### src/rtl/seq_pkg.sv
// Shared types and opcode constants for the 4-bit CPU program sequencer.
package seq_pkg;

  typedef enum logic [2:0] {
    IDLE  = 3'd0,
    FETCH = 3'd1,
    HIGH  = 3'd2,
    LOW   = 3'd3,
    DONE  = 3'd4
  } seq_state_e;

  localparam logic [2:0] OP_ADD  = 3'b000;
  localparam logic [2:0] OP_SUB  = 3'b001;
  localparam logic [2:0] OP_AND  = 3'b010;
  localparam logic [2:0] OP_OR   = 3'b011;
  localparam logic [2:0] OP_SLT  = 3'b100;
  localparam logic [2:0] OP_LI   = 3'b101;
  localparam logic [2:0] OP_HALT = 3'b111;

endpackage

### src/rtl/seq_prog_mem.sv
// Instruction store: one synchronous write port, one combinational read port.
// Deliberately unreset so a loaded program survives RST_N.
module seq_prog_mem #(
  parameter int DEPTH = 16,
  parameter int AW    = 4,
  parameter int IW    = 9
) (
  input  logic          clk_i,
  input  logic          we_i,
  input  logic [AW-1:0] waddr_i,
  input  logic [IW-1:0] wdata_i,
  input  logic [AW-1:0] raddr_i,
  output logic [IW-1:0] rdata_o
);

  logic [IW-1:0] mem_q [DEPTH];

  always_ff @(posedge clk_i) begin
    if (we_i) mem_q[waddr_i] <= wdata_i;
  end

  assign rdata_o = mem_q[raddr_i];

endmodule

### src/rtl/cpu_sequencer.sv
// Run/halt controller stepping a PC through program memory, one instruction per
// FETCH/HIGH/LOW slot. Define SEQ_LOOP_EN to wrap the PC at len instead of ending.
module cpu_sequencer
  import seq_pkg::*;
#(
  parameter int DEPTH = 16,
  parameter int AW    = 4,
  parameter int IW    = 9
) (
  input  logic          CLK,
  input  logic          RST_N,
  input  logic          LoadEn,
  input  logic [AW-1:0] LoadAddr,
  input  logic [IW-1:0] LoadData,
  input  logic [AW:0]   ProgLen,
  input  logic          Start,
  input  logic          Stop,
  output logic [IW-1:0] Instruction,
  output logic          CpuClk,
  output logic          Busy,
  output logic          Done,
  output logic [AW-1:0] PC,
  output logic [7:0]    IssueCount
);

  localparam logic [AW:0] DEPTH_W = (AW+1)'(DEPTH);

  seq_state_e    state_q;
  logic [AW:0]   len_q;
  logic [AW-1:0] pc_q;
  logic [7:0]    issue_cnt_q;
  logic [7:0]    issue_cnt_d;
  logic [IW-1:0] instr_q;
  logic          cpu_clk_q;
  logic          busy_q;
  logic          done_q;
  logic          stop_pend_q;

  logic [IW-1:0] mem_rdata;
  logic [AW:0]   len_sat;
  logic [AW:0]   pc_inc;
  logic          last_instr;
  logic          stop_now;
  logic          is_halt;

  // Loads are gated by the registered Busy so a run never sees its program change.
  seq_prog_mem #(.DEPTH(DEPTH), .AW(AW), .IW(IW)) u_mem (
    .clk_i   (CLK),
    .we_i    (LoadEn & ~busy_q),
    .waddr_i (LoadAddr),
    .wdata_i (LoadData),
    .raddr_i (pc_q),
    .rdata_o (mem_rdata)
  );

  assign len_sat     = (ProgLen > DEPTH_W) ? DEPTH_W : ProgLen;
  assign pc_inc      = {1'b0, pc_q} + (AW+1)'(1);
  assign last_instr  = (pc_inc == len_q);
  assign stop_now    = stop_pend_q | Stop;
  assign is_halt     = (mem_rdata[IW-1 -: 3] == OP_HALT);
  assign issue_cnt_d = (issue_cnt_q == 8'hFF) ? issue_cnt_q : issue_cnt_q + 8'd1;

  always_ff @(posedge CLK or negedge RST_N) begin
    if (!RST_N) begin
      state_q     <= IDLE;
      len_q       <= '0;
      pc_q        <= '0;
      issue_cnt_q <= '0;
      instr_q     <= '0;
      cpu_clk_q   <= 1'b0;
      busy_q      <= 1'b0;
      done_q      <= 1'b0;
      stop_pend_q <= 1'b0;
    end else begin
      case (state_q)
        IDLE: begin
          if (Start) begin
            len_q       <= len_sat;
            pc_q        <= '0;
            issue_cnt_q <= '0;
            stop_pend_q <= Stop;
            busy_q      <= 1'b1;
            if (len_sat == '0) begin
              state_q <= DONE;
              done_q  <= 1'b1;
            end else begin
              state_q <= FETCH;
            end
          end
        end
        FETCH: begin
          instr_q <= mem_rdata;
          if (stop_now || is_halt) begin
            state_q <= DONE;
            done_q  <= 1'b1;
          end else begin
            state_q   <= HIGH;
            cpu_clk_q <= 1'b1;
          end
        end
        HIGH: begin
          if (Stop) stop_pend_q <= 1'b1;
          cpu_clk_q <= 1'b0;
          state_q   <= LOW;
        end
        LOW: begin
          issue_cnt_q <= issue_cnt_d;
          if (stop_now) begin
            state_q <= DONE;
            done_q  <= 1'b1;
          end else if (last_instr) begin
`ifdef SEQ_LOOP_EN
            pc_q    <= '0;
            state_q <= FETCH;
`else
            state_q <= DONE;
            done_q  <= 1'b1;
`endif
          end else begin
            pc_q    <= pc_q + AW'(1);
            state_q <= FETCH;
          end
        end
        DONE: begin
          done_q      <= 1'b0;
          busy_q      <= 1'b0;
          stop_pend_q <= 1'b0;
          state_q     <= IDLE;
        end
        default: state_q <= IDLE;
      endcase
    end
  end

  assign Instruction = instr_q;
  assign CpuClk      = cpu_clk_q;
  assign Busy        = busy_q;
  assign Done        = done_q;
  assign PC          = pc_q;
  assign IssueCount  = issue_cnt_q;

endmodule

### config.mk
export PLATFORM = sky130hd
export DESIGN_NAME = cpu_sequencer
export DESIGN_NICKNAME = d
export VERILOG_FILES = /design/src/rtl/seq_pkg.sv /design/src/rtl/seq_prog_mem.sv /design/src/rtl/cpu_sequencer.sv
export SDC_FILE = /design/constraint.sdc
export NUM_CORES = 1
export LEC_CHECK = 0
export ABC_AREA = 1
export BUFFER_PORTS_ARGS = -buffer_cell sky130_fd_sc_hd__buf_2
export CAP_MARGIN = 10
export CORE_UTILIZATION = 55
export DETAILED_ROUTE_END_ITERATION = 6
export PLACE_DENSITY_LB_ADDON = 0.08
export REMOVE_ABC_BUFFERS = 1
export SYNTH_ARGS = -nofsm -noshare
export SYNTH_HDL_FRONTEND = slang
export SYNTH_HIERARCHICAL = 1
export SYNTH_SLANG_ARGS = --single-unit
### constraint.sdc
create_clock -name CLK -period 1.8 [get_ports CLK]
set_clock_uncertainty 0.15 [all_clocks]
set_input_delay 0.36 -clock CLK [delete_from_list [all_inputs] [get_ports CLK]]
set_output_delay 0.36 -clock CLK [all_outputs]
set_load 0.005 [all_outputs]
==> results.tsv <==
stage	metric	value	unit
outcome	status	finished, violations left	
outcome	violations	negative setup slack	
drt	routed_wl	20260	µm
synth	synthTopCellsByCount	nand2_1, edfxtp_1, inv_1, nand3_1, dfrtp_1	
setup_path	critical_path_arrival	2.27	ns
global_routing	grt_antenna_before_repair	0	
power	powerDensity	1176	mW/mm²
floorplan	core_area	0.01410	mm²
clocking	cts-root-buf	clkbuf_16	
floorplan	die_height	123.3	µm
timing	drv_slew	0	
clocking	clkSlewWorstSetupHoldPaths	0.06	ns
drt	routedWlPerCell	17.86	µm
drt	drtPass1Iterations	5	
clocking	clk-insertion-delay-late	0.43	ns
drt	vias	6121	
timing	fin_setup_tns	-1.835	ns
clocking	clockBufferDepth	2	
timing	worstMarginPinSlew	0.4349	ns
place	placed_cell_area	0.008773	mm²
global_routing	grt_overflow	0	
floorplan	row_count	43	
setup_path	end_kind	flop	
global_routing	grt_pass1_vias	5823	
clocking	cts_tree	yes	
synth	synthFlopType	edfxtp_1	
floorplan	start_util	57.39	%
synth	ys_ff_latch	177	
setup_path	worstPathRequired	1.97	ns
worst_hold_path	worstHoldStart	ProgLen[0]	
finish	num-nets-final	966	
synth	netlist_instances	826	
synth	syn_avg_cell_area	9.793	µm²
setup_path	worst_r2r_startpoint	PC[0]	
floorplan	die-area	0.01520	mm²
synth	yosysTopAreaCellShare	53.46	%
place	gp_congestion	0.8995	
synth	seq_area_frac_synth	63.67	%
place	port_buffers	46	
timing	slew-limit-headroom	70.70	%
setup_path	critical_path_class	reg2reg	
timing	finalHoldViolations	0	
finish	area_delta_synth_final	26.96	%
global_routing	track_usage	27.24	%
synth	yosysMostFrequentCell	nand2_1	
finish	diodes	0	
synth	synthArstFlopShare	18.64	%
synth	yosys_warnings	6	
timing	setup_viol	20	
setup_path	start_kind	flop	
timing	timing.hold.ws	0.02059	ns
synth	synth-edff-count	144	
drt	viasPerCell	5.398	
power	leakage	4.651	nW
clocking	htreeDepth	4	
drt	drc_errors	0	
floorplan	top_level_ports	47	
synth	synthDistinctLibCells	35	
timing	fmax	0.4768	GHz
synth	synth_top_area_cell	edfxtp_1	
worst_hold_path	hp-class	in2reg	
job	drv_cap	0	
setup_path	crit_path_start	PC[0]	
timing	fin_crit	2.097	ns
timing	worst_slack	-0.2974	ns
global_routing	grt_max_degree	22	
place	pre_cts_ws	-0.1176	ns
synth	synth_area_leaders	edfxtp_1, nand2_1, dfrtp_1, nand3_1, inv_1	
timing	min_period_over_period	116.5	%
power	peakVddDrop	0.7887	mV
place	dp_hpwl	12570	µm
floorplan	die_w	123.3	µm
global_routing	grt_pass1_wl	30020	µm
timing	rsz0062_at_grt	true	
finish	drive_gt1_share	30.82	%
finish	stdcell_area	0.01027	mm²
clocking	clock_sinks	177	
clocking	cts_buffers	17	
drt	drtIter0Drc	523	
drt	postRouteAntennaNets	0	
setup_path	path_max_fanout	7	
synth	netlist_area	0.008089	mm²
-- worst paths after layout --
kind                             endpoint  slack, ns  depth (start not counted)
max in group asynchronous  Instruction[2]       0.78                          3
min in group asynchronous  Instruction[3]       0.22                          2
min                              len_q[0]       0.02                          3
max                                  Done      -0.30                         14
min reg2reg                Instruction[5]       0.32                          2
max reg2reg                          Done      -0.30                         14
-- final cells by class --
type	count	area (µm²)
Clock buffer	19	442.9
Clock inverter	13	160.2
Fill cell	986	3826
Inverter	148	575.6
Multi-Input combinational cell	472	2610
Sequential cell	177	5154
Tap cell	180	225.2
Timing Repair Buffer	123	1082
Timing Repair inverter	2	20.02
-- power breakdown --
| group | switching, mW | leakage [nW] | internal (mW) | total (mW) |
|---|---|---|---|---|
| registers | 0.194 | 1.72 | 4.73 | 4.92 |
| logic | 2.02 | 2.64 | 1.36 | 3.38 |
| clock network | 1.55 | 0.293 | 2.22 | 3.77 |
| total | 3.76 | 4.65 | 8.31 | 12.1 |
-- layout by cell type, fill, tap and decap left out, types with 2 or more instances in the layout --
cell type,count
clkinv_4,3
a21oi_1,5
nand2_2,40
edfxtp_1,144
bufinv_16,3
clkinv_2,4
buf_16,2
o21ai_0,4
buf_6,11
buf_2,44
inv_1,136
inv_2,8
xor2_1,3
nand3_2,59
nand3b_1,3
nand3_4,2
dfrtp_2,3
nand2_1,219
dfrtp_1,30
clkinvlp_4,2
nand3_1,69
nor2_1,24
buf_12,7
nor3_2,2
nor2_4,3
inv_6,3
o22ai_1,3
nor2_2,5
nand2_4,8
clkbuf_16,18
buf_4,51
a21oi_2,2
nand4_1,8
o21ai_1,5
buf_8,4
bufbuf_16,2
-- cells by family (layout without fill, tap and decap cells) --
family,count (synthesis),in the layout,synth area share (%)
multiplexers,1,1,0.1237
AO/OA/AOI/OAI,21,21,1.531
XOR/XNOR,4,4,0.4332
AND/OR/NAND/NOR,444,444,24.07
adder cells (fa/ha/maj),2,2,0.3093
buffers and inverters,177,305,9.869
flip-flops,177,177,63.67
-- layer usage --
metal / wire length (µm) / global-route usage, % / vias to the layer above
li1: - / - / 2886
met1: 8562 / 36.59 / 2956
met2: 9798 / 42.88 / 242
met3: 1134 / 4.244 / 37
met4: 760 / 14.53 / 0
met5: 0 / 0 / -
-- state kept, by name, summed over array words and instances (netlist names) --
name,cells
IssueCount,8
CpuClk,1
Busy,1
Instruction,9
u_mem/mem_q,144
stop_pend_q,1
state_q,3
len_q,5
Done,1
PC,4
-- critical path: stages, from the launching register on --
cell and delay, ns:
dfrtp_2 0.49, buf_12 0.17, buf_16 0.14, nand2_1 0.10, nand3_2 0.10, nand3_2 0.10
nand3_2 0.08, nand2_2 0.10, nand3_2 0.08, nand3_2 0.09, nand3_2 0.10, nor2_4 0.12
nand2_1 0.07, nand2_1 0.05, nand2_1 0.05
-- metrics by stage --
stage	power (mW)	cells	util, %
finish	12.07	1134	72.86
global route	12.56	1134	72.86
CTS	11.64	1129	70.02
detailed placement	7.461	1077	62.24
global placement	7.399	1077	62.24
floorplan	6.474	797	-
-- repair_timing --
action | CTS | global route
endpoints found under the hold margin | 13 | 0
setup endpoints to repair | 15 | 21
gates cloned | 6 | 3
pin swaps | 3 | 34
resized for setup | 53 | 92
hold buffers | 1 | 0
setup buffers | 14 | 10
Power figures use the tool's default switching activity.
